--- src/rtl/bit_op_ctrl_pkg.sv ---
// bit_op_pkg: opcodes, FSM state encoding and bit-memory bus constants
// shared by the bit-op controller, its ALU and the memory side.
package bit_op_pkg;

  localparam logic [2:0] OP_SETB   = 3'b000;
  localparam logic [2:0] OP_CLR    = 3'b001;
  localparam logic [2:0] OP_CPL    = 3'b010;
  localparam logic [2:0] OP_MOV_CB = 3'b011;  // MOV C,bit
  localparam logic [2:0] OP_MOV_BC = 3'b100;  // MOV bit,C
  localparam logic [2:0] OP_ANL    = 3'b101;
  localparam logic [2:0] OP_ORL    = 3'b110;
  localparam logic [2:0] OP_JBC    = 3'b111;

  typedef enum logic [2:0] {
    IDLE = 3'd0,
    RD   = 3'd1,
    EX   = 3'd2,
    WR   = 3'd3,
    DN   = 3'd4
  } state_t;

  localparam logic CS_SEL   = 1'b0;
  localparam logic RW_READ  = 1'b1;
  localparam logic RW_WRITE = 1'b0;

endpackage

--- src/rtl/bit_op_ctrl_if.sv ---
// bit_op_ctrl_if: bit-memory port.
//   mem_CS   chip select, low = selected
//   mem_RW   high = read, low = write
//   mem_addr bit address
//   mem_din  write data to memory
//   mem_dout read data from memory (registered by the memory)
// master = controller, slave = memory.
interface bit_op_ctrl_if #(
  parameter int ADDRWIDTH = 3
);
  logic                 mem_CS;
  logic                 mem_RW;
  logic [ADDRWIDTH-1:0] mem_addr;
  logic                 mem_din;
  logic                 mem_dout;

  modport master (output mem_CS, mem_RW, mem_addr, mem_din, input mem_dout);
  modport slave  (input mem_CS, mem_RW, mem_addr, mem_din, output mem_dout);
endinterface

--- src/rtl/bit_op_ctrl_alu.sv ---
// bit_op_alu: combinational evaluation of one 8051 bit instruction.
//   op          opcode
//   rd_bit      bit value read from memory
//   c_in        carry in
//   wdata       value to write back
//   c_out       resulting carry (c_in for ops that leave carry alone)
//   needs_read  op reads the bit first
//   needs_write op writes the bit
module bit_op_alu
  import bit_op_pkg::*;
(
  input  logic [2:0] op,
  input  logic       rd_bit,
  input  logic       c_in,
  output logic       wdata,
  output logic       c_out,
  output logic       needs_read,
  output logic       needs_write
);

  always_comb begin
    wdata       = rd_bit;
    c_out       = c_in;
    needs_read  = (op != OP_MOV_BC);
    needs_write = 1'b0;
    case (op)
      OP_SETB:   begin wdata = 1'b1;    needs_write = 1'b1; end
      OP_CLR:    begin wdata = 1'b0;    needs_write = 1'b1; end
      OP_CPL:    begin wdata = ~rd_bit; needs_write = 1'b1; end
      OP_MOV_CB: c_out = rd_bit;
      OP_MOV_BC: begin wdata = c_in;    needs_write = 1'b1; end
      OP_ANL:    c_out = c_in & rd_bit;
      OP_ORL:    c_out = c_in | rd_bit;
      OP_JBC:    begin wdata = 1'b0;    needs_write = 1'b1; end
      default:   ;
    endcase
  end

endmodule

--- src/rtl/bit_op_ctrl.sv ---
// bit_op_ctrl: initiator side of the bit-memory port. Accepts one bit
// instruction from the decoder, runs RD/EX/WR against the memory as the
// opcode requires, then pulses done for one cycle.
//   clk, rst   clock, synchronous active-high reset
//   req        start request (sampled only in IDLE)
//   op         opcode, latched with req
//   bit_addr   target bit, latched with req
//   c_in       carry, latched with req
//   busy       high outside IDLE
//   done       one-cycle completion pulse
//   c_out      resulting carry, valid with done
//   bit_val    bit read, valid with done for read ops
//   mem        bit-memory port (master side)
module bit_op_ctrl
  import bit_op_pkg::*;
#(
  parameter int ADDRWIDTH = 3
) (
  input  logic                 clk,
  input  logic                 rst,
  input  logic                 req,
  input  logic [2:0]           op,
  input  logic [ADDRWIDTH-1:0] bit_addr,
  input  logic                 c_in,
  output logic                 busy,
  output logic                 done,
  output logic                 c_out,
  output logic                 bit_val,
  bit_op_ctrl_if.master        mem
);

  state_t               state, state_nxt;
  logic [2:0]           op_r;
  logic [ADDRWIDTH-1:0] addr_r;
  logic                 c_r;
  logic                 wdata_r;

  logic [2:0] alu_op;
  logic       rd_bit;
  logic       alu_wdata, alu_cout, needs_read, needs_write;

  // Only a clean logic 1 counts; 0, x and z all read as 0.
  assign rd_bit = (mem.mem_dout === 1'b1);

  // In IDLE the branch decision must come from the incoming opcode; after
  // that the latched opcode drives the ALU.
  assign alu_op = (state == IDLE) ? op : op_r;

  bit_op_alu u_alu (
    .op          (alu_op),
    .rd_bit      (rd_bit),
    .c_in        (c_r),
    .wdata       (alu_wdata),
    .c_out       (alu_cout),
    .needs_read  (needs_read),
    .needs_write (needs_write)
  );

  always_ff @(posedge clk) begin
    if (rst) state <= IDLE;
    else     state <= state_nxt;
  end

  always_comb begin
    state_nxt = state;
    case (state)
      IDLE:    if (req) state_nxt = needs_read ? RD : WR;
      RD:      state_nxt = EX;
      EX:      state_nxt = needs_write ? WR : DN;
      WR:      state_nxt = DN;
      DN:      state_nxt = IDLE;
      default: state_nxt = IDLE;
    endcase
  end

  // Moore outputs: state register and latched operands only.
  always_comb begin
    busy         = (state != IDLE);
    done         = (state == DN);
    mem.mem_CS   = (state == RD || state == WR) ? CS_SEL : ~CS_SEL;
    mem.mem_RW   = (state == WR) ? RW_WRITE : RW_READ;
    mem.mem_addr = addr_r;
    mem.mem_din  = wdata_r;
  end

  always_ff @(posedge clk) begin
    if (rst) begin
      op_r    <= '0;
      addr_r  <= '0;
      c_r     <= 1'b0;
      wdata_r <= 1'b0;
      c_out   <= 1'b0;
      bit_val <= 1'b0;
    end else begin
      case (state)
        IDLE: if (req) begin
          op_r    <= op;
          addr_r  <= bit_addr;
          c_r     <= c_in;
          // MOV bit,C skips EX, so its write data is loaded here; every
          // other op overwrites it in EX.
          wdata_r <= c_in;
        end
        EX: begin
          wdata_r <= alu_wdata;
          c_out   <= alu_cout;
          bit_val <= rd_bit;
        end
        WR: if (op_r == OP_MOV_BC) c_out <= c_r;
        default: ;
      endcase
    end
  end

endmodule

--- src/flat_wrapper.sv ---
// flat-port wrapper written by rule: the top's interface ports become plain ports
module bit_op_ctrl_flat import bit_op_pkg::*;
#(
  parameter int ADDRWIDTH = 3
)
  (clk, rst, req, op, bit_addr, c_in, busy, done, c_out, bit_val, mem_mem_CS, mem_mem_RW, mem_mem_addr, mem_mem_din, mem_mem_dout);
  bit_op_ctrl_if #(.ADDRWIDTH(ADDRWIDTH)) mem_i ();
  input  logic clk;
  input  logic rst;
  input  logic req;
  input  logic [2:0] op;
  input  logic [ADDRWIDTH-1:0] bit_addr;
  input  logic c_in;
  output logic busy;
  output logic done;
  output logic c_out;
  output logic bit_val;
  output wire logic [$bits(mem_i.mem_CS)-1:0] mem_mem_CS;
  output wire logic [$bits(mem_i.mem_RW)-1:0] mem_mem_RW;
  output wire logic [$bits(mem_i.mem_addr)-1:0] mem_mem_addr;
  output wire logic [$bits(mem_i.mem_din)-1:0] mem_mem_din;
  input wire logic [$bits(mem_i.mem_dout)-1:0] mem_mem_dout;
  assign mem_mem_CS = mem_i.mem_CS;
  assign mem_mem_RW = mem_i.mem_RW;
  assign mem_mem_addr = mem_i.mem_addr;
  assign mem_mem_din = mem_i.mem_din;
  assign mem_i.mem_dout = mem_mem_dout;
  bit_op_ctrl #(.ADDRWIDTH(ADDRWIDTH)) u_core (.clk(clk), .rst(rst), .req(req), .op(op), .bit_addr(bit_addr), .c_in(c_in), .busy(busy), .done(done), .c_out(c_out), .bit_val(bit_val), .mem(mem_i));
endmodule
--- config.mk ---
export PLATFORM = sky130hd
export DESIGN_NAME = bit_op_ctrl_flat
export DESIGN_NICKNAME = d
export VERILOG_FILES = /design/src/rtl/bit_op_ctrl_pkg.sv /design/src/rtl/bit_op_ctrl_if.sv /design/src/rtl/bit_op_ctrl_alu.sv /design/src/rtl/bit_op_ctrl.sv /design/src/flat_wrapper.sv
export SDC_FILE = /design/constraint.sdc
export NUM_CORES = 1
export LEC_CHECK = 0
export ABC_AREA = 1
export CAP_MARGIN = 25
export CORE_ASPECT_RATIO = 0.9
export CORE_MARGIN = 3
export CORE_UTILIZATION = 45
export DETAILED_ROUTE_END_ITERATION = 10
export PLACE_DENSITY_LB_ADDON = 0.08
export SYNTH_ARGS = -nofsm -noshare
export SYNTH_HDL_FRONTEND = slang
export SYNTH_SLANG_ARGS = --single-unit
--- constraint.sdc ---
create_clock -name clk -period 2.4 [get_ports clk]
set_input_delay 0.24 -clock clk [delete_from_list [all_inputs] [get_ports clk]]
set_output_delay 0.24 -clock clk [all_outputs]
set_load 0.05 [all_outputs]
# After elaboration in Yosys (flattened, before gate mapping)
# Index checks and enable logic that the tools add are counted.
op_classes:
  add_sub_neg: 0
  mul: 0
  n_div: 0
  n_lt_le_gt_ge: 0
  eq_ne: 16
  shift: 0
  n_mux: 14
  bitwise_logic: 3
  n_reduce_logical: 11
ops:
  columns: ["op", "n"]
  rows:
  - ["3-bit equality test (second input constant)", 6]
  - ["3-bit by 2-bit equality test with 1-bit output (second input constant)", 4]
  - ["3-bit one-hot mux with 4 select lines", 1]
  - ["3-bit two-way mux", 3]
  - ["3-bit by 1-bit equality test with 1-bit output (second input constant)", 2]
  - ["3-bit zero test", 2]
  - ["2-bit AND reduction", 3]
  - ["1-bit two-way mux", 5]
  - ["5-bit OR reduction", 1]
  - ["2-bit != test (second input constant)", 2]
  - ["1-bit one-hot mux with 2 select lines", 2]
  - ["1-bit one-hot mux with 4 select lines", 1]
  - ["2-bit nonzero test", 2]
  - ["3-bit != test (second input constant)", 1]
  - ["1-bit one-hot mux with 3 select lines", 1]
  - ["3-bit nonzero test", 1]
  - ["2-bit two-way mux", 1]
  - ["2-bit OR reduction", 1]
  - ["1-bit bitwise AND", 1]
  - ["1-bit case equality test (second input constant)", 1]
  - ["1-bit logical OR", 1]
  - ["1-bit inverter", 1]
  - ["1-bit OR", 1]
word_totals:
  regBits: 13
  latch_bits: 0
  ram_bits: 0
  rom_bits: 0
  input_bits: 11
  output_inout_bits: 10
  word_cells: 51
  memories: 0

# Logic depth before layout (Yosys ltp)
# Gate-level depths: netlist (run 1).
logic_depth:
  ltp_word: 7
  depth_mapped: 11
  depth_no_buf: 11

# Hierarchy
# A second synthesis (run 1) with hierarchy kept.
unflattened:
  cells_unflattened: 119
  area_unflattened_um2: 820.8
modules_own_cells:
  columns: ["module", "instances", "cells_each", "area_per_inst_um2", "seq_area_each_um2"]
  rows:
  - ["bit_op_ctrl", 1, 93, 706.9, 260.2]
  - ["bit_op_alu", 1, 26, 113.9, 0.0]

# Worst setup path before layout (run 1)
# No wires, ideal clock.
synth_path:
  path_type: "register to register"
  start: "reg u_core.state[2]"
  end: "reg u_core.c_out"
  setup_time_ns: 0.110
  arrival_ns: 1.865
  required_time_ns: 2.290
  slack_ns: 0.425
  stages_incl_launch_ff: 10
  n_path_buf: 1
  synth_period_minus_slack_ns: 1.975
  cell_sequence: "dfxtp_1 -> inv_1 -> buf_6 -> nand2_1 -> nor2_1 -> inv_1 -> o21ai_1 -> or2_2 -> nand3_1 -> inv_1"
synth_between:
  elab_chain_len: 5
  word_cells_on_any_way: 12
  cone_classes: "6 x eq/ne; 3 x mux; 3 x reduce/logical"
synth_rtl:
  columns: ["item", "line", "text"]
  rows:
  - ["from (decl)", "bit_op_ctrl.sv:32", "state_t state, state_nxt;"]
  - ["from (signal assigned)", "bit_op_ctrl.sv:61", "else state <= state_nxt;"]
  - ["3-bit zero test", "bit_op_ctrl.sv:47", "assign alu_op = (state == IDLE) ? op : op_r;"]
  - ["3-bit two-way mux", "bit_op_ctrl.sv:47", null]
  - ["3-bit equality test or 3-bit by 2-bit equality test with 1-bit output (tied branches)", "bit_op_ctrl_alu.sv:26", "case (op)"]
  - ["1-bit one-hot mux with 3 select lines", "bit_op_ctrl_alu.sv:26", null]
  - ["1-bit one-hot mux with 2 select lines", "bit_op_ctrl.sv:95", "case (state)"]
  - ["to (signal assigned)", "bit_op_ctrl.sv:106", "c_out <= alu_cout;"]
  - ["to (signal assigned)", "bit_op_ctrl.sv:109", "WR: if (op_r == OP_MOV_BC) c_out <= c_r;"]
  - ["to (decl)", "bit_op_ctrl.sv:27", "output logic c_out,"]
# Parallel ways exist; a longest one is shown, timed or not.
# A chain may end at the register's enable or synchronous reset.

# Worst setup path in the final report (run 1)
layout_path:
  start: "reg u_core.state[2]"
  end: "out mem_mem_RW"
layout_between:
  elab_chain_len: 2
layout_rtl:
  columns: ["item", "line", "text"]
  rows:
  - ["3-bit by 2-bit equality test with 1-bit output", "bit_op_ctrl.sv:81", "mem.mem_RW = (state == WR) ? RW_WRITE : RW_READ;"]
  - ["1-bit two-way mux", "bit_op_ctrl.sv:81", null]
  - ["to (decl)", "flat_wrapper.sv:19", "output wire logic [$bits(mem_i.mem_RW)-1:0] mem_mem_RW;"]
# Every way passes these cells.

==> flow_summary_export.csv, run 1 <==
group,metric,value,unit
run_status,status,"finished clean",
clock_network,cts_tree,"done",
drt,dr.pass1.iters,4,
yosys,yosysMostFrequentCell,"nand2_1",
clock_network,cts_inserted_buffers,3,
yosys,ys_async_sr_fraction,0,%
floorplanning,io_pins,21,
pwr,p_seq_share,24.9,%
sta,setup_viol,0,
clock_network,insertion_delay,280,ps
yosys,synth_nets,125,
global_route,use_met2,31.0,%
layout,drive_gt1_share,14.7,%
drt,vias,819,
place,hpwl,1580,um
layout,ff_latch_area,260,sq um
global_route,grt_max_degree,12,
drt,vias_per_cell,5.18,
floorplanning,dieWidth,50.2,um
place,post_dp_cell_area,1000,sq um
sta,slew_headroom,59.4,%
sta,period_needed,2190,ps
yosys,synthFlopType,"dfxtp_1",
global_route,overflow,0,
clock_network,clk_path_buf_depth,2,
yosys,syn_area_per_cell,6.93,sq um
layout,area_growth,30.1,%
place,place_congestion,0.915,
yosys,ys_ff_latch,13,
global_route,use_met1,23.5,%
yosys,yosys_warnings,0,
drt,wl_per_cell,12.4,um
setup_path,crit_type,"flip-flop to primary output",
yosys,synthTopCellsByCount,"nand2_1, nand3_1, dfxtp_1, inv_1, a21oi_1",
drt,drtIter0Drc,25,
pwr,power.internal,607,uW
clock_network,path_clk_slew,80,ps
setup_path,worstPathMaxFanout,11,
clock_network,cts_resized,0,
setup_path,cp-end-kind,"primary output",
floorplanning,initial_core_util,51.1,%
sta,tightest_slew,601,ps
worst_hold_path,worst_hold_path_type,"flip-flop to flip-flop",
yosys,yosysTopAreaCell,"dfxtp_1",
flow_run,maxCapViolCount,0,
drt,wl,1950,um
global_route,track_usage,18.4,%
floorplanning,die_area,2290,sq um
layout,multi_input_area,468,sq um
setup_path,worstPathRequired,2160,ps
clock_network,cts-root-buf,"clkbuf_4",
pwr,power_density,1260,nW/um^2
global_route,antenna_found_initial,0,
yosys,synth_area,790,sq um
yosys,yosysTopAreaCellShare,33.0,%
global_route,grt_most_used_layer,"met2",
sta,hold_viol_final,0,
yosys,ys_seq_area_share,33.0,%
sta,finalSetupTns,0,ps
pwr,peakVddDrop,629,uV
layout,fill_cells,153,
drt,drc,0,
layout,nets,148,
floorplanning,die_h,45.7,um
yosys,synth-edff-count,0,
floorplanning,rows,13,
pwr,power_frac_comb,64.5,%
yosys,yosysUniqueCellTypes,22,
clock_network,cts_max_level,1,
clock_network,cts.sinks,13,
sta,timing.fmax,457,MHz
clock_network,post-cts-setup-buffers,0,
floorplanning,core,1550,sq um
place,port_buffers,20,
setup_path,arrival,1950,ps
pwr,p_leak,0.424,nW
global_route,use_met3,3.61,%
clock_network,ctsHoldBuffers,0,
sta,fin_crit_sh,91.1,%
layout,design_area,1030,sq um
pwr,power_frac_clock,10.6,%
sta,slew_viol_final,0,
sta,finClkSkew,2.75,ps
drt,antenna_left,0,
setup_path,start_kind,"flip-flop",
pwr,swShare,53.2,%
pwr,p_switching,691,uW
global_route,grt_pass1_vias,720,
yosys,netlist_instances,114,
global_route,grt_pass1_wl,3120,um
yosys,synth_area_leaders,"dfxtp_1, nand2_1, nand3_1",
layout,diodes,0,
sta,rsz0062_at_grt,"no",
[worst paths after layout]
kind                   startpoint                  to  slack (ps)  depth (start not counted)
setup / recovery  u_core.state[2]          mem_mem_RW         210                          5
hold reg to reg    u_core.bit_val      u_core.bit_val         470                          2
setup reg to reg  u_core.state[2]  u_core.mem.mem_din         780                          7
hold / removal     u_core.bit_val      u_core.bit_val         470                          2
[layout make-up]
cell class              instances  area share [%]
repair buffers                 20            19.5
clock buffers                   4            2.56
flip-flops and latches         13            25.3
inverters                      12            4.38
well taps                      22            2.68
multi-input cells              87            45.6
[power by group through the flow]
stage / sequential, mW / combinational [mW] / clock (mW)
2_1_floorplan: 0.404 / 0.557 / 0
3_3_place_gp: 0.323 / 0.820 / 0
3_5_place_dp: 0.327 / 0.836 / 0
4_1_cts: 0.322 / 0.838 / 0.142
5_1_grt: 0.330 / 0.916 / 0.151
6_report: 0.323 / 0.837 / 0.138
[through the flow]
| step | instances | power, mW | hold slack, ps | util [%] | worst slack [ps] |
|---|---|---|---|---|---|
| finish | 158 | 1.30 | 468 | 66.5 | 214 |
| global route | 158 | 1.40 | 484 | 66.5 | 117 |
| CTS | 158 | 1.30 | 472 | 66.5 | 227 |
| detailed placement | 154 | 1.16 | 457 | 64.8 | 541 |
| global placement | 154 | 1.14 | 448 | 64.8 | 590 |
| floorplan | 114 | 0.960 | 309 | - | 425 |
[registers in the layout, summed over array words and instances, names as in the netlist]
signal	flops
u_core.bit_val	1
u_core.c_out	1
u_core.c_r	1
u_core.mem.mem_addr	3
u_core.mem.mem_din	1
u_core.op_r	3
u_core.state	3
[cells in the final DEF, fill, tap and decap left out, types with 4 or more instances in the layout]
cell type and instances:
nor2_1 5, clkdlybuf4s50_1 20, nand2_1 25, o21ai_0 4, dfxtp_1 13, nand3_1 16, nand2_2 8, inv_1 12
a21oi_1 10
[routing by layer]
metal / vias to the layer above / share of wire [%]
met1: 357 / 47
li1: 425 / -
met4: 0 / 1.1
met3: 6 / 5.5
met2: 31 / 46
met5: - / 0
[worst max-delay path, cell delays in order, from the launching register on]
cell and delay [ps]:
dfxtp_1 330, inv_1 270, nand2_1 120, nor2_1 160, inv_1 100, clkdlybuf4s50_1 700
[kinds of logic (layout without fill, tap and decap cells)]
group / count (synthesis) / count (layout) / synth area share [%]
AO/OA/AOI/OAI: 18 / 18 / 12.5
flip-flops: 13 / 13 / 33.0
AND/OR/NAND/NOR: 69 / 69 / 46.8
buffers and inverters: 14 / 36 / 7.76
Note: power is estimated with default switching activity, not from simulation.
==> run 2, diff against run 1 <==
Settings changed: GPL_TIMING_DRIVEN from default to 0.
==> run 2 against run 1 <==
Register-to-register slack gained 90 ps. Global-route usage grew 1.3 points. Largest power group unchanged. Via count grew 2.7%. Core utilization grew 1.1 points. Fmax shrank 1.5%. Critical path type unchanged.
==> flow_summary_export.csv, run 2 (synthesis gave the netlist of run 1 again) <==
group,metric,value,unit
sta,hold_viol_final,0,
sta,slew_headroom,57.6,%
clock_network,cts_inserted_buffers,3,
clock_network,cts_tree,"done",
global_route,antenna_found_initial,0,
drt,drtIter0Drc,17,
layout,nets,150,
drt,vias,841,
setup_path,crit_chain,"inv_1, buf_6, nand2_1, nor2_1, inv_1, clkdlybuf4s50_1",
flow_run,maxCapViolCount,0,
sta,finalSetupTns,0,ps
setup_path,slowest_delay,820,ps
sta,tightest_slew,629,ps
layout,fill_cells,148,
clock_network,path_clk_slew,90,ps
drt,wl,1980,um
floorplanning,die_area,2290,sq um
layout,drive_gt1_share,16.7,%
clock_network,clk_path_buf_depth,2,
global_route,grt_max_degree,11,
sta,fin_crit_sh,92.5,%
sta,period_needed,2220,ps
sta,timing.fmax,451,MHz
worst_hold_path,worst_hold_path_type,"flip-flop to flip-flop",
pwr,power_density,1260,nW/um^2
clock_network,cts-root-buf,"clkbuf_4",
global_route,grt_pass1_vias,737,
setup_path,start_kind,"flip-flop",
drt,dr.pass1.iters,4,
floorplanning,core,1550,sq um
pwr,power,1.32,mW
setup_path,worstPathRequired,2160,ps
layout,diodes,0,
setup_path,reg2reg_to,"u_core.op_r[0]",
pwr,p_leak,0.436,nW
sta,setup_viol,0,
layout,final_common_cell,"nand2_1",
setup_path,cp-end-kind,"primary output",
sta,rsz0062_at_grt,"no",
floorplanning,rows,13,
sta,finClkSkew,2.63,ps
setup_path,worstPathMaxFanout,10,
setup_path,r2r_cells,7,
clock_network,cts_resized,0,
layout,area_growth,32.3,%
clock_network,cts_max_level,1,
place,port_buffers,20,
floorplanning,initial_core_util,51.1,%
global_route,grt_pass1_wl,3310,um
setup_path,rrSetupSlack,870,ps
place,place_congestion,0.889,
sta,hold_ws,468,ps
worst_hold_path,holdCritStartpoint,"u_core.mem.mem_addr[0]",
pwr,peakVddDrop,699,uV
clock_network,post-cts-setup-buffers,0,
clock_network,ctsHoldBuffers,0,
global_route,track_usage,19.7,%
drt,vias_per_cell,5.26,
setup_path,crit_type,"flip-flop to primary output",
layout,final_cell_mix,"nand2_1, clkdlybuf4s50_1, nand3_1",
place,hpwl,1480,um
place,post_dp_cell_area,1020,sq um
setup_path,slowest_stage,"clkdlybuf4s50_1",
sta,slew_viol_final,0,
setup_path,cp_common_cell,"inv_1",
global_route,overflow,0,
clock_network,cts.sinks,13,
setup_path,arrival,1980,ps
drt,wl_per_cell,12.4,um
worst_hold_path,hold_end,"u_core.mem.mem_addr[0]",
drt,antenna_left,0,
worst_hold_path,hold_depth,2,
layout,design_area,1040,sq um
run_status,status,"finished clean",
drt,drc,0,
floorplanning,io_pins,21,
floorplanning,dieWidth,50.2,um
floorplanning,die_h,45.7,um
setup_path,r2r-start,"u_core.state[0]",
clock_network,insertion_delay,300,ps
layout,fin_util,67.6,%
run 2: cell type report:
cell class | instances | area, sq um | area share [%]
clock inverter | 1 | 5.00 | 0.479
inverter | 12 | 45.0 | 4.31
tap | 22 | 27.5 | 2.63
timing repair buffer | 20 | 200 | 19.2
multi-input combinational | 87 | 468 | 44.8
buffer | 2 | 16.3 | 1.56
sequential | 13 | 260 | 24.9
clock buffer | 3 | 22.5 | 2.16
run 2: metal layers:
| metal | up-vias | global-route usage (%) | share of wire (%) |
|---|---|---|---|
| met3 | 5 | 6.56 | 6.0 |
| met5 | - | 0 | 0 |
| met1 | 381 | 23.8 | 44 |
| met4 | 0 | 9.94 | 2.0 |
| met2 | 26 | 31.5 | 48 |
| li1 | 429 | - | - |
run 2: stage by stage:
step | setup slack (ps) | std cells
floorplan | 425 | 114
global placement | 526 | 156
detailed placement | 518 | 156
CTS | 177 | 160
global route | 118 | 160
finish | 180 | 160
run 2: how the worst max path moves through the flow:
stage,slack (ps),start,endpoint,cells past startpoint
6_report,180,u_core.state[2],mem_mem_RW,6
5_1_grt,120,u_core.state[2],mem_mem_RW,6
4_1_cts,180,u_core.state[2],mem_mem_RW,6
3_5_place_dp,520,u_core.state[2],mem_mem_RW,6
3_3_place_gp,530,u_core.state[2],mem_mem_RW,6
2_1_floorplan,420,u_core.state[2],u_core.c_out,9
run 2: power by group:
part           internal, mW  leakage (nW)  switching (mW)  total, mW
Sequential            0.272         0.107          0.0485      0.321
Clock                0.0622        0.0177          0.0872      0.149
Combinational         0.278         0.312           0.571      0.849
Total                 0.612         0.436           0.707       1.32
run 2: worst max-delay path, delay by kind of cell, from the launching register on:
kind,cells,cell delay [ps]
simple gates,2,140
flops,1,370
buf+inv,4,1180
